### src/rtl/mips_pkg.sv
// Shared MIPS pipeline types: widths, ALU op codes and
// the decoded control bundle carried from ID into EX.
package mips_pkg;

  localparam int DATA_W  = 32;
  localparam int ADDR_W  = 6;
  localparam int ALUOP_W = 4;

  localparam logic [ALUOP_W-1:0] ALU_ADD = 4'd0;
  localparam logic [ALUOP_W-1:0] ALU_SUB = 4'd1;
  localparam logic [ALUOP_W-1:0] ALU_AND = 4'd2;
  localparam logic [ALUOP_W-1:0] ALU_OR  = 4'd3;
  localparam logic [ALUOP_W-1:0] ALU_XOR = 4'd4;
  localparam logic [ALUOP_W-1:0] ALU_SLT = 4'd5;
  localparam logic [ALUOP_W-1:0] ALU_SLL = 4'd6;
  localparam logic [ALUOP_W-1:0] ALU_SRL = 4'd7;
  localparam logic [ALUOP_W-1:0] ALU_SRA = 4'd8;
  localparam logic [ALUOP_W-1:0] ALU_LUI = 4'd9;

  typedef struct packed {
    logic               reg_write;
    logic               mem_read;
    logic               mem_write;
    logic               mem_to_reg;
    logic               alu_src;
    logic [ALUOP_W-1:0] alu_op;
  } ex_ctrl_t;

  localparam ex_ctrl_t EX_CTRL_NOP = '0;

endpackage

### src/rtl/wb_bypass_mux.sv
// Register read operand select: forwards same-cycle
// write-back data around the register file; r0 reads 0.
module wb_bypass_mux #(
  parameter int DATA_W = 32,
  parameter int ADDR_W = 6
) (
  input  logic [ADDR_W-1:0] rd_addr,
  input  logic [DATA_W-1:0] rd_data,
  input  logic              wb_write,
  input  logic [ADDR_W-1:0] wb_addr,
  input  logic [DATA_W-1:0] wb_data,
  output logic [DATA_W-1:0] data
);

  always_comb begin
    data = rd_data;
    if (rd_addr == '0)
      data = '0;
    else if (wb_write && (wb_addr == rd_addr))
      data = wb_data;
  end

endmodule

### src/rtl/id_ex_stage.sv
// ID/EX pipeline register with write-back bypass,
// load-use bubble insertion and a saturating bubble count.
module id_ex_stage
  import mips_pkg::*;
#(
  parameter int DATA_W  = mips_pkg::DATA_W,
  parameter int ADDR_W  = mips_pkg::ADDR_W,
  parameter int ALUOP_W = mips_pkg::ALUOP_W,
  parameter int CNT_W   = 32
) (
  input  logic               SYS_clk,
  input  logic               SYS_rst_n,
  input  logic               ID_valid,
  input  logic [ADDR_W-1:0]  ID_rs,
  input  logic [ADDR_W-1:0]  ID_rt,
  input  logic [ADDR_W-1:0]  ID_rd,
  input  logic               ID_uses_rt,
  input  logic [DATA_W-1:0]  ID_imm,
  input  logic [DATA_W-1:0]  ID_pc,
  input  logic               ID_reg_write,
  input  logic               ID_mem_read,
  input  logic               ID_mem_write,
  input  logic               ID_mem_to_reg,
  input  logic               ID_alu_src,
  input  logic [ALUOP_W-1:0] ID_alu_op,
  input  logic [DATA_W-1:0]  REG_data_out1,
  input  logic [DATA_W-1:0]  REG_data_out2,
  input  logic               WB_write,
  input  logic [ADDR_W-1:0]  WB_address,
  input  logic [DATA_W-1:0]  WB_data,
  input  logic               EX_stall,
  input  logic               EX_flush,
  output logic               ID_stall,
  output logic               EX_valid,
  output logic [DATA_W-1:0]  EX_rs_data,
  output logic [DATA_W-1:0]  EX_rt_data,
  output logic [ADDR_W-1:0]  EX_rs,
  output logic [ADDR_W-1:0]  EX_rt,
  output logic [ADDR_W-1:0]  EX_rd,
  output logic [DATA_W-1:0]  EX_imm,
  output logic [DATA_W-1:0]  EX_pc,
  output logic               EX_reg_write,
  output logic               EX_mem_read,
  output logic               EX_mem_write,
  output logic               EX_mem_to_reg,
  output logic               EX_alu_src,
  output logic [ALUOP_W-1:0] EX_alu_op,
  output logic [31:0]        STALL_count
);

  ex_ctrl_t          id_ctrl;
  ex_ctrl_t          ctrl_q;
  logic              valid_q;
  logic [DATA_W-1:0] rs_in;
  logic [DATA_W-1:0] rt_in;
  logic [CNT_W-1:0]  cnt_q;
  logic              hazard;
  logic              rs_hit;
  logic              rt_hit;
  logic              wb_live;

  assign id_ctrl = '{
    reg_write:  ID_reg_write,
    mem_read:   ID_mem_read,
    mem_write:  ID_mem_write,
    mem_to_reg: ID_mem_to_reg,
    alu_src:    ID_alu_src,
    alu_op:     ID_alu_op
  };

  wb_bypass_mux #(
    .DATA_W(DATA_W),
    .ADDR_W(ADDR_W)
  ) u_rs_byp (
    .rd_addr (ID_rs),
    .rd_data (REG_data_out1),
    .wb_write(WB_write),
    .wb_addr (WB_address),
    .wb_data (WB_data),
    .data    (rs_in)
  );

  wb_bypass_mux #(
    .DATA_W(DATA_W),
    .ADDR_W(ADDR_W)
  ) u_rt_byp (
    .rd_addr (ID_rt),
    .rd_data (REG_data_out2),
    .wb_write(WB_write),
    .wb_addr (WB_address),
    .wb_data (WB_data),
    .data    (rt_in)
  );

  assign rs_hit = (EX_rd == ID_rs);
  assign rt_hit = ID_uses_rt && (EX_rd == ID_rt);

  assign hazard = ID_valid && valid_q &&
                  ctrl_q.mem_read &&
                  (EX_rd != '0) &&
                  (rs_hit || rt_hit);

  assign ID_stall = hazard || EX_stall;

  // A held stage still has to observe write-backs to its sources.
  assign wb_live = WB_write && (WB_address != '0);

  always_ff @(posedge SYS_clk or negedge SYS_rst_n) begin
    if (!SYS_rst_n) begin
      valid_q    <= 1'b0;
      ctrl_q     <= EX_CTRL_NOP;
      EX_rs_data <= '0;
      EX_rt_data <= '0;
      EX_rs      <= '0;
      EX_rt      <= '0;
      EX_rd      <= '0;
      EX_imm     <= '0;
      EX_pc      <= '0;
      cnt_q      <= '0;
    end else if (EX_flush) begin
      valid_q <= 1'b0;
      ctrl_q  <= EX_CTRL_NOP;
    end else if (EX_stall) begin
      if (wb_live && (WB_address == EX_rs))
        EX_rs_data <= WB_data;
      if (wb_live && (WB_address == EX_rt))
        EX_rt_data <= WB_data;
    end else if (hazard) begin
      valid_q <= 1'b0;
      ctrl_q  <= EX_CTRL_NOP;
      if (~&cnt_q)
        cnt_q <= cnt_q + CNT_W'(1);
    end else begin
      valid_q    <= ID_valid;
      ctrl_q     <= ID_valid ? id_ctrl : EX_CTRL_NOP;
      EX_rs_data <= rs_in;
      EX_rt_data <= rt_in;
      EX_rs      <= ID_rs;
      EX_rt      <= ID_rt;
      EX_rd      <= ID_rd;
      EX_imm     <= ID_imm;
      EX_pc      <= ID_pc;
    end
  end

  assign EX_valid      = valid_q;
  assign EX_reg_write  = ctrl_q.reg_write;
  assign EX_mem_read   = ctrl_q.mem_read;
  assign EX_mem_write  = ctrl_q.mem_write;
  assign EX_mem_to_reg = ctrl_q.mem_to_reg;
  assign EX_alu_src    = ctrl_q.alu_src;
  assign EX_alu_op     = ctrl_q.alu_op;
  assign STALL_count   = 32'(cnt_q);

endmodule

### config.mk
export PLATFORM = sky130hd
export DESIGN_NAME = id_ex_stage
export DESIGN_NICKNAME = d
export VERILOG_FILES = /design/src/rtl/mips_pkg.sv /design/src/rtl/wb_bypass_mux.sv /design/src/rtl/id_ex_stage.sv
export SDC_FILE = /design/constraint.sdc
export NUM_CORES = 1
export LEC_CHECK = 0
export CORE_MARGIN = 2
export CORE_UTILIZATION = 37
export DETAILED_ROUTE_END_ITERATION = 6
export PLACE_DENSITY = 0.7
export REMOVE_ABC_BUFFERS = 1
export SETUP_SLACK_MARGIN = 0.02
export SLEW_MARGIN = 20
export SYNTH_ARGS = -nofsm -noshare
export SYNTH_HDL_FRONTEND = slang
export SYNTH_HIERARCHICAL = 1
export SYNTH_SLANG_ARGS = --single-unit
### constraint.sdc
create_clock -name SYS_clk -period 4.7 [get_ports SYS_clk]
set_input_delay 0.47 -clock SYS_clk [delete_from_list [all_inputs] [get_ports SYS_clk]]
set_output_delay 0.47 -clock SYS_clk [all_outputs]
set_load 0.01 [all_outputs]
After elaboration in Yosys (flattened, before gate mapping):

Index checks and enable logic that the tools add are counted.

* add/subtract/negate cells: 1
* equal/unequal tests: 10
* muxes and demuxes: 17
* bitwise logic cells: 4
* reduce and logical (&&, ||, !) cells: 21

Operators by type and width (number)
* 32-bit 2-to-1 mux: 10
* 6-bit == test: 6
* 9-bit 2-to-1 mux: 4
* 32-bit by 1-bit adder with 32-bit output (second input constant): 1
* 32-bit AND reduction: 1
* 6-bit zero test: 2
* 6-bit nonzero test: 2
* 1-bit logical AND: 10
* 3-bit AND reduction: 3
* 2-bit by 1-bit != test with 1-bit output (second input constant): 3
* 1-bit inverter: 4
* 4-bit AND reduction: 1
* 1-bit 2-to-1 mux: 3
* 1-bit logical OR: 2
* 2-bit != test (second input constant): 1

* flip-flop bits (word level): 188
* bits of input ports: 200
* output and inout port bits: 189

Longest topological paths before layout:

* depth in word-level cells: 7
* depth in mapped cells: 9
* depth with buffers taken out: 7

Modules after synthesis:

Netlist, hierarchy kept.

By module, submodules not included
* id_ex_stage: times used 1, cells each 694, area each 8374.3 µm², seq. area each 4704.5 µm²
* wb_bypass_mux: times used 2, cells each 124, area each 793.3 µm², seq. area each 0.0 µm²

Worst setup path after synthesis:

No wires, ideal clock.

* path type: input-to-reg
* from: in WB_address[0]
* to: reg EX_rt_data[11]
* arrival time: 2.107 ns
* path slack: 2.468 ns
* cell stages on the path: 6
* path through: or4_1 > o311ai_2 > nor2_1 > a31oi_4 > buf_6 > mux2_2

* longest elaborated chain between the ends: 6
* elaborated cells on any way between the ends: 12
* classes of those cells: 3 x eq/ne; 4 x mux; 5 x reduce/logical

RTL lines
* start: declaration: line id_ex_stage.sv:29 `input logic [ADDR_W-1:0] WB_address,`
* 6-bit == test: line wb_bypass_mux.sv:19 `else if (wb_write && (wb_addr == rd_addr))`
* 1-bit logical AND: line wb_bypass_mux.sv:19
* 32-bit 2-to-1 mux: line wb_bypass_mux.sv:19
* 32-bit 2-to-1 mux: line wb_bypass_mux.sv:17 `if (rd_addr == '0)`
* 32-bit 2-to-1 mux: line id_ex_stage.sv:128 `end else if (hazard) begin`
* 32-bit 2-to-1 mux: line id_ex_stage.sv:123 `end else if (EX_stall) begin`
* end signal: assignment: line id_ex_stage.sv:127 `EX_rt_data <= WB_data;`
* end signal: assignment: line id_ex_stage.sv:137 `EX_rt_data <= rt_in;`
* end: declaration: line id_ex_stage.sv:36 `output logic [DATA_W-1:0] EX_rt_data,`

Several ways; a longest one is shown, not always the timed one. The select of a mux whose other input is x is not followed.
A chain may end at the register's enable or synchronous reset.

Worst setup path after layout:

* from: reg EX_rd[0]
* to: reg EX_pc[1]

* longest elaborated chain between the ends: 6
* elaborated cells on any way between the ends: 9
* classes of those cells: 2 x eq/ne; 1 x bitwise; 6 x reduce/logical

RTL lines
* start: declaration: line id_ex_stage.sv:39 `output logic [ADDR_W-1:0] EX_rd,`
* start signal: assignment: line id_ex_stage.sv:140 `EX_rd <= ID_rd;`
* 6-bit == test: line id_ex_stage.sv:96 `assign rt_hit = ID_uses_rt && (EX_rd == ID_rt);`
* 1-bit logical AND: line id_ex_stage.sv:96
* 1-bit logical OR: line id_ex_stage.sv:101 `(rs_hit || rt_hit);`
* 1-bit logical AND (*): line id_ex_stage.sv:100 `(EX_rd != '0) &&`
* 1-bit inverter (no source line) (*)
* 3-bit AND reduction (no source line) (*)
* end signal: assignment: line id_ex_stage.sv:142 `EX_pc <= ID_pc;`
* end: declaration: line id_ex_stage.sv:41 `output logic [DATA_W-1:0] EX_pc,`

Mark *: on every way between the ends. The rest lies on a longest branch, timed or not.

==> results.txt <==
- Clock network latency to the later pin of the worst-skew pair: approximately 430 ps
* RSZ-0062 raised after global routing: no
- Of the synthesized area, sequential elements account for between 40% and 50%.
- Buffers inserted by post-CTS timing repair: 0
* # Max-Cap Violations: 0
* Clock transition at the registers of the reported paths: 80 ps
- Critical Setup Path Class: flop to flop
* Pins Over Slew Limit: 0
* PnR worst setup slack: about 1600 ps
* Mean post-synth cell area: 10.6 um2
- Gr usage total: a little under a quarter
- First-pass GRT wire length: around 51000 um
- Post-layout nets: between 1000 and 1500
* Worst slack after detailed placement: 1240 ps
- The flow ran to the end, and the final reports show no timing, DRC or antenna violations.
* Skew final: 18.2 ps
- Data arrives at the worst endpoint at 3450 ps.
* Chip height: around 170 um
- Power Density: around 320 mW/mm2
* Number of core rows: 60
- The netlist uses 44 different library cells.
- Post-DRT Antenna Nets: 0
- The total overflow left after global routing is 0.
* Leakage: approximately 0.0062 uW
- Depth of the critical timing path with buffers and inverters included: 6
- Derived from the worst setup path, the maximum achievable clock frequency is approximately 320 MHz.
- In this run the worst hold path is classified as input pin to async pin.
- The clock net in this run drives a total of roughly 190 sinks.
- The count of final hold-check violations came to 0.
- The worst setup path is launched from a flop.
- Max Buffers Root-to-Sink: 2
- The number of global-route vias before repair came to 8850.
- Count of TritonRoute iterations in the first routing pass: 5
- Final hold analysis gives a worst-case slack of 139 ps.
- The routed design could run at a clock period as short as 3130 ps.
- Slowest cell on the critical path: buf_4
- After layout, the design draws a total of 4640 uW.
- Entering global routing, the biggest net connects 112 pins.
- Routed length per placed instance: just over 20 um
* Number of port buffers: 388
- At the pin with the least slew margin, the transition time is roughly 1000 ps.
- Gp weighted congestion: between 0.8 and 0.9
- VDD sags by at most 0.224 mV.
- In this run the tightest slew margin relative to its limit is 29.4%.
- Required time at the endpoint of the critical path: 5020 ps
- The routed layout has roughly 9000 vias.
* Final Cycle Share: between 60% and 70%
- Share of final-layout standard cells stronger than drive strength 1: around a fifth
- Together, buffers and inverters on the worst path number 2.
* Dominant cell type by count on the critical path: buf_4
- Worst R2R Path Depth: 6
- Violation count after the first detailed-routing iteration: 628
- Number of buffers inserted during clock tree synthesis: 17
- Total core area: 0.0267 mm2
* Endpoint kind of the worst setup timing path: flop
- # IOs: between 300 and 400
* Mapped Area: 0.00996 mm2
* Die Area: ~0.028 mm2
- Hold-fix buffers, CTS: 0
* Starting density of the core: 37.3%
- Among cell families on the critical path, the largest total delay comes from buffers and inverters.
- In the synthesized netlist the dominant register cell turns out to be dfrtp_1.
* Syn. warnings: 6
* Highest net fanout along the worst path: 56
- Vias per std cell: about 5.3
- In this run, post-CTS repair resized a total of 0 instances.
- After synthesis the netlist holds a flip-flop and latch count of 188.
- TritonCTS built the clock tree.
- Setup violations remaining at the end of the flow were counted as 0.
- Number of H-tree levels: 4
* Number of antenna violations at the first check in global routing: 6
* Layout area overhead: 46.7%
- In this run the horizontal extent of the chip is 168 um.
- Detailed placement finished with a half-perimeter wire length of 24000 um.
- Sum Neg Setup Slack: 0 ps
- The tree is rooted in a clkbuf_16.
- EDFF count, synth: 0
* Worst path max stage delay: 610 ps
- Final wirelength: 33500 um
* Fraction of registers with async set/reset: between 90% and 100%
- Walking the worst path, the cells encountered are nor4_1 > a21oi_1 > a21boi_4 > buf_4 > buf_4 > mux2_2.
- Number of standard cells after synthesis: 942
- For this run, design rule violations remaining after detail routing come to 0.
[final cells by class]
type	count	area, um2
Fill cell	2353	12100
Sequential cell	188	4700
Multi-Input combinational cell	625	4670
Timing Repair Buffer	399	3970
Clock buffer	18	429
Tap cell	341	427
Inverter	67	251
Clock inverter	14	149
Antenna cell	6	15.0
[logic make-up (layout without fill, tap and decap cells)]
group	count (synthesis)	after routing	share of synthesized area, %
other cells	0	6	0
flops	188	188	47.2
xor+xnor	67	67	5.89
fa+ha+maj	1	1	0.126
mux	147	147	16.6
simple gates	262	262	13.3
buf+inv	129	498	6.08
compound gates	148	148	10.7
[final timing paths]
kind	startpoint	end	slack (ps)
max in group asynchronous	SYS_rst_n	EX_rt_data[26]$_DFFE_PN0P_	3350
worst min register to register	EX_alu_op[2]$_DFFE_PN0P_	EX_alu_op[2]$_DFFE_PN0P_	490
worst min-delay path	SYS_rst_n	EX_rs_data[20]$_DFFE_PN0P_	140
worst max register to register	EX_rd[0]$_DFFE_PN0P_	EX_pc[1]$_DFFE_PN0P_	1570
worst max-delay path	EX_rd[0]$_DFFE_PN0P_	EX_pc[1]$_DFFE_PN0P_	1570
min in group SYS_clk	EX_alu_op[2]$_DFFE_PN0P_	EX_alu_op[2]$_DFFE_PN0P_	490
[synthesized netlist by cell type, drive strengths merged, types with 9 or more instances]
library cell / instances / area (um2)
buf: 37 / 260
mux2: 147 / 1660
nor2: 20 / 77.6
clkbuf: 25 / 93.8
nor4: 13 / 81.3
xor2: 31 / 272
o21ai: 128 / 866
nand2: 112 / 420
nor3: 11 / 77.6
dfrtp: 188 / 4700
xnor2: 36 / 315
nand4: 77 / 488
nand3: 16 / 80.1
a32o: 9 / 90.1
inv: 67 / 251
[metrics by stage]
stage | cell area, um2 | std cells | util, %
floorplan | 9610 | 880 | -
global placement | 14000 | 1620 | 52.5
detailed placement | 14000 | 1620 | 52.5
CTS | 14600 | 1652 | 54.6
global route | 14600 | 1658 | 54.7
finish | 14600 | 1658 | 54.7
[where the power goes]
group	internal, uW	switching, uW
combinational	732	506
sequential	1820	146
clock	711	720
[worst register-to-register path, stage by stage, from the launching register on]
cell and delay (ps):
dfrtp_1 490, nor4_1 410, a21oi_1 230, a21boi_4 290, buf_4 610, buf_4 580, mux2_2 410
[layer usage]
layer / wire length, um / GRT usage (%) / share of wire (%) / up-vias
met3: 2800 / 6.56 / 8.4 / 48
li1: - / - / - / 4028
met4: 917 / 8.96 / 2.7 / 0
met2: 16100 / 38.8 / 48 / 408
met1: 13700 / 29.1 / 41 / 4280
met5: 0 / 0 / 0 / -
[cells in the final DEF, fill, tap and decap left out, types with 4 or more instances in the layout]
cell / Yosys / routed
xor2_1: 31 / 31
clkinv_4: 0 / 4
nor2_1: 19 / 19
o21ai_1: 4 / 4
inv_1: 67 / 67
nor3_1: 9 / 9
nand3_1: 16 / 16
clkbuf_16: 0 / 17
nand2_1: 112 / 110
diode_2: 0 / 6
o21ai_0: 64 / 64
a32o_1: 9 / 9
mux2_2: 146 / 146
clkdlybuf4s50_1: 0 / 386
nand4_1: 76 / 76
xnor2_1: 36 / 36
buf_4: 3 / 11
dfrtp_1: 188 / 188
nor4_1: 13 / 13
o21ai_2: 60 / 60
(Power assumes the default switching activity.)
